`src/rtl/mem_stream_pkg.sv`:
```
// Shared types and helpers for the memory stream reader.
package mem_stream_pkg;

    typedef enum logic [1:0] {StIdle, StRead, StDrain} state_e;

    localparam int unsigned ParityMaxW = 64;

    function automatic logic even_parity(input logic [ParityMaxW-1:0] d);
        return ^d;
    endfunction

endpackage

```
`src/rtl/mem_stream_fifo2.sv`:
```
// Two-entry FIFO carrying stream payload (data plus parity-error flag).
module mem_stream_fifo2 #(
    parameter int unsigned Width = 9
) (
    input  logic             clk_i,
    input  logic             rst_i,
    input  logic             push_i,
    input  logic             pop_i,
    input  logic [Width-1:0] data_i,
    output logic [Width-1:0] data_o,
    output logic             full_o,
    output logic             empty_o
);

    logic [Width-1:0] slot_q [2];
    logic             wr_ptr_q;
    logic             rd_ptr_q;
    logic [1:0]       cnt_q;

    always_ff @(posedge clk_i) begin
        if (rst_i) begin
            slot_q[0] <= '0;
            slot_q[1] <= '0;
            wr_ptr_q  <= 1'b0;
            rd_ptr_q  <= 1'b0;
            cnt_q     <= 2'd0;
        end else begin
            if (push_i) begin
                slot_q[wr_ptr_q] <= data_i;
                wr_ptr_q         <= ~wr_ptr_q;
            end
            if (pop_i) begin
                rd_ptr_q <= ~rd_ptr_q;
            end
            unique case ({push_i, pop_i})
                2'b10:   cnt_q <= cnt_q + 2'd1;
                2'b01:   cnt_q <= cnt_q - 2'd1;
                default: cnt_q <= cnt_q;
            endcase
        end
    end

    assign data_o  = slot_q[rd_ptr_q];
    assign full_o  = (cnt_q == 2'd2);
    assign empty_o = (cnt_q == 2'd0);

endmodule

```
`src/rtl/mem_stream_reader.sv`:
```
// Streams count words out of a local memory starting at start_addr, with backpressure.
// Define MEM_STREAM_READER_PARITY_EN to store and check an even-parity bit per word.
module mem_stream_reader
    import mem_stream_pkg::*;
#(
    parameter int unsigned AW    = 4,
    parameter int unsigned DW    = 8,
    parameter int unsigned DEPTH = 2 ** AW
) (
    input  logic          clk,
    input  logic          rst,
    input  logic          wr_en,
    input  logic [AW-1:0] wr_addr,
    input  logic [DW-1:0] wr_data,
    input  logic          start,
    input  logic [AW-1:0] start_addr,
    input  logic [AW:0]   count,
    output logic          busy,
    output logic          done,
    output logic [DW-1:0] dout,
    output logic          dout_valid,
    input  logic          dout_ready,
    output logic          dout_perr
);

`ifdef MEM_STREAM_READER_PARITY_EN
    localparam int unsigned MW = DW + 1;
`else
    localparam int unsigned MW = DW;
`endif

    localparam logic [AW:0] CntOne = (AW + 1)'(1);

    logic [MW-1:0] mem [DEPTH];
    logic [MW-1:0] wr_word;
    logic [MW-1:0] rd_word_q;
    logic          rd_perr;

    state_e        state_q;
    logic [AW-1:0] addr_q;
    logic [AW:0]   reads_left_q;
    logic [AW:0]   beats_left_q;
    logic          done_q;
    logic          rd_vld_q;

    logic          buf_full;
    logic          buf_empty;
    logic          pop;
    logic          rd_issue;
    logic [2:0]    occ;

`ifdef MEM_STREAM_READER_PARITY_EN
    assign wr_word = {even_parity(ParityMaxW'(wr_data)), wr_data};
    assign rd_perr = even_parity(ParityMaxW'(rd_word_q[DW-1:0])) ^ rd_word_q[DW];
`else
    assign wr_word = wr_data;
    assign rd_perr = 1'b0;
`endif

    // Memory is deliberately outside the reset domain.
    always_ff @(posedge clk) begin
        if (wr_en) begin
            mem[wr_addr] <= wr_word;
        end
    end

    always_ff @(posedge clk) begin
        rd_word_q <= mem[addr_q];
    end

    assign pop = dout_valid && dout_ready;

    // Slots committed after this edge; the beat leaving now frees its slot for a new read.
    assign occ      = {1'b0, buf_full, ~buf_empty & ~buf_full} + {2'b00, rd_vld_q}
                      - {2'b00, pop};
    assign rd_issue = (state_q == StRead) && (occ < 3'd2);

    always_ff @(posedge clk) begin
        if (rst) begin
            state_q      <= StIdle;
            addr_q       <= '0;
            reads_left_q <= '0;
            beats_left_q <= '0;
            done_q       <= 1'b0;
            rd_vld_q     <= 1'b0;
        end else begin
            done_q   <= 1'b0;
            rd_vld_q <= rd_issue;
            if (rd_issue) begin
                addr_q       <= addr_q + AW'(1);
                reads_left_q <= reads_left_q - CntOne;
            end
            if (pop) begin
                beats_left_q <= beats_left_q - CntOne;
            end
            case (state_q)
                StIdle: begin
                    if (start && (count != '0)) begin
                        addr_q       <= start_addr;
                        reads_left_q <= count;
                        beats_left_q <= count;
                        state_q      <= StRead;
                    end
                end
                StRead: begin
                    if (rd_issue && (reads_left_q == CntOne)) begin
                        state_q <= StDrain;
                    end
                end
                StDrain: begin
                    if (pop && (beats_left_q == CntOne)) begin
                        state_q <= StIdle;
                        done_q  <= 1'b1;
                    end
                end
                default: state_q <= StIdle;
            endcase
        end
    end

    mem_stream_fifo2 #(
        .Width (DW + 1)
    ) u_fifo (
        .clk_i   (clk),
        .rst_i   (rst),
        .push_i  (rd_vld_q),
        .pop_i   (pop),
        .data_i  ({rd_perr, rd_word_q[DW-1:0]}),
        .data_o  ({dout_perr, dout}),
        .full_o  (buf_full),
        .empty_o (buf_empty)
    );

    assign dout_valid = ~buf_empty;
    assign busy       = (state_q != StIdle);
    assign done       = done_q;

endmodule
```
`config.mk`:
```
export PLATFORM = sky130hd
export DESIGN_NAME = mem_stream_reader
export DESIGN_NICKNAME = d
export VERILOG_FILES = /design/src/rtl/mem_stream_pkg.sv /design/src/rtl/mem_stream_fifo2.sv /design/src/rtl/mem_stream_reader.sv
export SDC_FILE = /design/constraint.sdc
export NUM_CORES = 1
export LEC_CHECK = 0
export CAP_MARGIN = 0
export CORE_MARGIN = 5
export CORE_UTILIZATION = 50
export CTS_CLUSTER_DIAMETER = 100
export DETAILED_ROUTE_END_ITERATION = 6
export GPL_ROUTABILITY_DRIVEN = 0
export PLACE_DENSITY = 0.71
export SYNTH_ARGS = -nofsm -noshare
export SYNTH_HDL_FRONTEND = slang
export SYNTH_SLANG_ARGS = --single-unit
```
`constraint.sdc`:
```
create_clock -name clk -period 1.7 [get_ports clk]
set_input_delay 0.34 -clock clk [delete_from_list [all_inputs] [get_ports clk]]
set_output_delay 0.34 -clock clk [all_outputs]
set_load 0.005 [all_outputs]
```
==> results.md <==
* IO Port Bufs at 36
* Critical path class: register to register
* Violated checks: negative setup slack
* Reg clk slew, reported paths at 0.06 ns
* Synthesized area at 6990 µm²
* Main combinational cell family by area after synthesis: multiplexers
* Largest net degree at the start of global routing at 20
* Syn avg cell area at 17.1 µm²
* CP Buf/Inv Count at 2
* First DRT Iteration DRCs at 414
* Worst skew pair latency at 0.43 ns
* Register area share after synthesis at ~71%
* Multiplexer share of the synthesized area at 12.9%
* Gate Count Post-Synth at 408
* Leakage at 3.16 nW
* Critical path's largest stage delay at ~0.5 ns
* Tot Pwr at 0.0102 W
* DRT Pass-1 Iters at 4
* Initial core utilization at 50.7%
* CP Launch Type: register
* Slew HR at 57.3%
* Post-layout min period at 1.71 ns
* # nets final at 552
* Ports at 38
* Area occupied by multi-input gates at 2050 µm²
* Status: complete, but fails checks
* Slew @ Worst Pin at 0.639 ns
* Total track usage at 18.5%
* Final hold violation count at 0
* Area fraction in and, or, nand and nor cells after synthesis at 7.25%
* First-pass GRT wire length at approximately 22,000 µm
* PD cells at around 1100 nW/µm²
* Pins Over Slew Limit at 0
* CP required at roughly 2.0 ns
* Final Cycle Share at 100%
* Max Buffers Root-to-Sink at 2
* Drt total wl at 14,300 µm
* Storage cell area at 4960 µm²
* Number of global-route vias before repair at 4,075
* Number of synthesized flops with an enable pin at 144
* GRT Residual Overflow at 0
* Initial antenna violation count at 0
* DR vias at 3,855
* Post-synthesis adder-cell area fraction at less than 1%
* Rows at 43
* HPWL after DPL at 9080 µm
* Critical path's slowest cell: mux4_2
* Primary FF master, synth: edfxtp_1
* XOR/XNOR Fraction of Synth Area at 1.88%
* Ratio of cells with drive above 1 in the final layout at 35.0%
* CTS tree: built
* Post-synthesis async set-or-reset flop share at 0%
* TritonCTS Buffers at 17
* Crit path max-delay family: multiplexers
* Setup TNS at -0.00685 ns
* Syn nets at 439
* Power Internal at 0.00792 W
* DIE WIDTH at around 130 µm
* CP max FO at 4
* Peak supply drop at about 950 µV
* Hold Buf Count CTS at 0
* Vias per cell at 5.40
* Crit path DAT at around 2.0 ns
* Peak Freq at 586 MHz
* # setup viols final at 1
* Crit path capture type: register
* Clock group share of total power at a little under two fifths
* H-tree level count at 4
* Synth Area in Compound Gates at 4.48%
* RSZ-0062 raised after global routing: true
* Max_cap viols at 0
* Drc violations at 0
* Sw Share at 22.4%
* Cell breakdown of the critical path: buf_6, mux4_2, nor2b_4, a211oi_2, buf_4, a21oi_2
* Post-synthesis cell type count at 46
* Inserted Diodes at 0
* Chip height at 128 µm
* Core Region at 13,800 µm²
* Final setup margin at -0.00685 ns
* Post-route clock skew at 0.00604 ns
* Sw Pwr at approximately 0.0023 W
* Clock sinks at around 180
* Post-route antenna net violation count at 0
* Synth-to-Final Area Change at 27.7%
* Yosys warns at 0
* Comb pwr share at 14.0%
* Routed len/inst at about 20 µm
* Die area at 16,400 µm²
* Reg power frac at 48.7%
* Clock root cell: clkbuf_16
* Hold Crit Class: input port to register
* #FFs+latches synth at 175
* Fillers at 955
flip-flops by register name, indices dropped and copies added (netlist names), named ones only:
register and flops:
mem 128, u_fifo.cnt_q 2, reads_left_q 5, rd_vld_q 1, addr_q 4, beats_left_q 5, u_fifo.rd_ptr_q 1, u_fifo.wr_ptr_q 1
u_fifo.slot_q 16, done 1, rd_word_q 8, state_q 2
cell families after synthesis:
| group | Yosys count |
|---|---|
| and+or+nand+nor | 93 |
| DFF | 175 |
| buffers and inverters | 26 |
| xor gates and xnor gates | 15 |
| other | 1 |
| AOI/OAI and AO/OA | 44 |
| muxes | 49 |
| adders and majority gates | 5 |
layer usage:
| layer | track usage [%] | wire (µm) | vias to the layer above |
|---|---|---|---|
| li1 | - | - | 1812 |
| met1 | 24.1 | 5920 | 1918 |
| met2 | 30.8 | 7220 | 107 |
| met3 | 4.50 | 941 | 18 |
| met4 | 5.62 | 189 | 0 |
| met5 | 0 | 0 | - |
synthesized netlist by cell type, types with 2 or more instances:
cell / instances / share of area (%)
buf_1: 2 / 0.11
nor3_1: 7 / 0.50
nand2_1: 5 / 0.27
xnor2_1: 6 / 0.75
inv_1: 7 / 0.38
edfxtp_1: 144 / 62
a211oi_1: 11 / 1.2
mux2_2: 8 / 1.3
nand2b_1: 4 / 0.36
and2_1: 16 / 1.4
nand3_1: 8 / 0.57
mux4_2: 32 / 10
o21bai_1: 4 / 0.43
dfxtp_1: 31 / 8.9
clkbuf_1: 8 / 0.43
a311oi_1: 2 / 0.25
buf_2: 5 / 0.36
o21ai_0: 2 / 0.14
ha_1: 5 / 0.90
mux2i_1: 9 / 1.3
nor3b_1: 2 / 0.21
nor2b_1: 11 / 0.98
nand3b_1: 4 / 0.43
buf_6: 2 / 0.32
xor2_1: 9 / 1.1
nor2_1: 25 / 1.3
buf_4: 2 / 0.21
a21oi_1: 19 / 1.4
final timing paths:
kind	from	cells past startpoint	endpoint	slack, ns
worst max register to register	addr_q[0]$_SDFF_PP0_	6	rd_word_q[6]$_DFF_P_	-0.007
worst max-delay path	addr_q[0]$_SDFF_PP0_	6	rd_word_q[6]$_DFF_P_	-0.007
worst min register to register	u_fifo.rd_ptr_q$_SDFFE_PP0P_	2	register	0.52
worst min-delay path	count[4]	3	reads_left_q[4]$_SDFF_PP0_	0.30
per-stage QoR:
| stage | util, % | hold slack [ns] | setup slack, ns | instances | cell area (µm²) |
|---|---|---|---|---|---|
| 3_5_place_dp | 58.2 | 0.468 | -0.433 | 668 | 8020 |
| 4_1_cts | 63.9 | 0.520 | -0.106 | 713 | 8800 |
| 5_1_grt | 64.8 | 0.296 | -0.0703 | 714 | 8930 |
| 3_3_place_gp | 58.2 | 0.444 | -0.332 | 668 | 8020 |
| 2_1_floorplan | - | 0.427 | 0.0389 | 408 | 7000 |
| 6_report | 64.8 | 0.298 | -0.00685 | 714 | 8930 |
cell type report:
| class | instances | share of cell area (%) |
|---|---|---|
| flip-flops and latches | 175 | 55.5 |
| multi-input cells | 207 | 22.9 |
| repair buffers | 113 | 12.3 |
| clock buffers | 18 | 4.81 |
| well taps | 180 | 2.52 |
| clock inverters | 14 | 1.65 |
| inverters | 7 | 0.294 |
repair_timing:
action	in CTS	in global routing
setup buffers	11	0
resized for setup	57	31
cloned	2	2
pin swaps	10	10
setup endpoints to repair	19	20
cell usage in the layout (no fill, tap or decap), drive strengths merged, types with 3 or more instances in the layout:
cell type and instances:
mux2i 9, xnor2 6, nand2b 4, mux2 8
a211oi 11, or2 3, nor3 7, nor2 25
ha 5, edfxtp 144, clkbuf 22, nor2b 11
mux4 32, nand3 8, inv 8, dfxtp 31
o21ai 4, o21bai 4, xor2 9, buf 81
and2 16, nand2 6, nand3b 4, a21oi 19
bufinv 3, dlymetal6s2s 3, clkinv 9, clkdlybuf4s50 23
power by group through the flow:
stage / Sequential, W / Clock (W) / Combinational, W
after CTS: 0.00496 / 0.00386 / 0.00136
final: 0.00496 / 0.00381 / 0.00142
after floorplan: 0.00498 / 0 / 0.000721
after detailed placement: 0.00504 / 0 / 0.00122
after global placement: 0.00503 / 0 / 0.00119
after global routing: 0.00498 / 0.00407 / 0.00153
tightest hold or removal path, delay by kind of cell:
| family | cells | cell delay [ns] |
|---|---|---|
| buf+inv | 1 | 0.11 |
| compound gates | 2 | 0.23 |
Power figures use the tool's default switching activity.
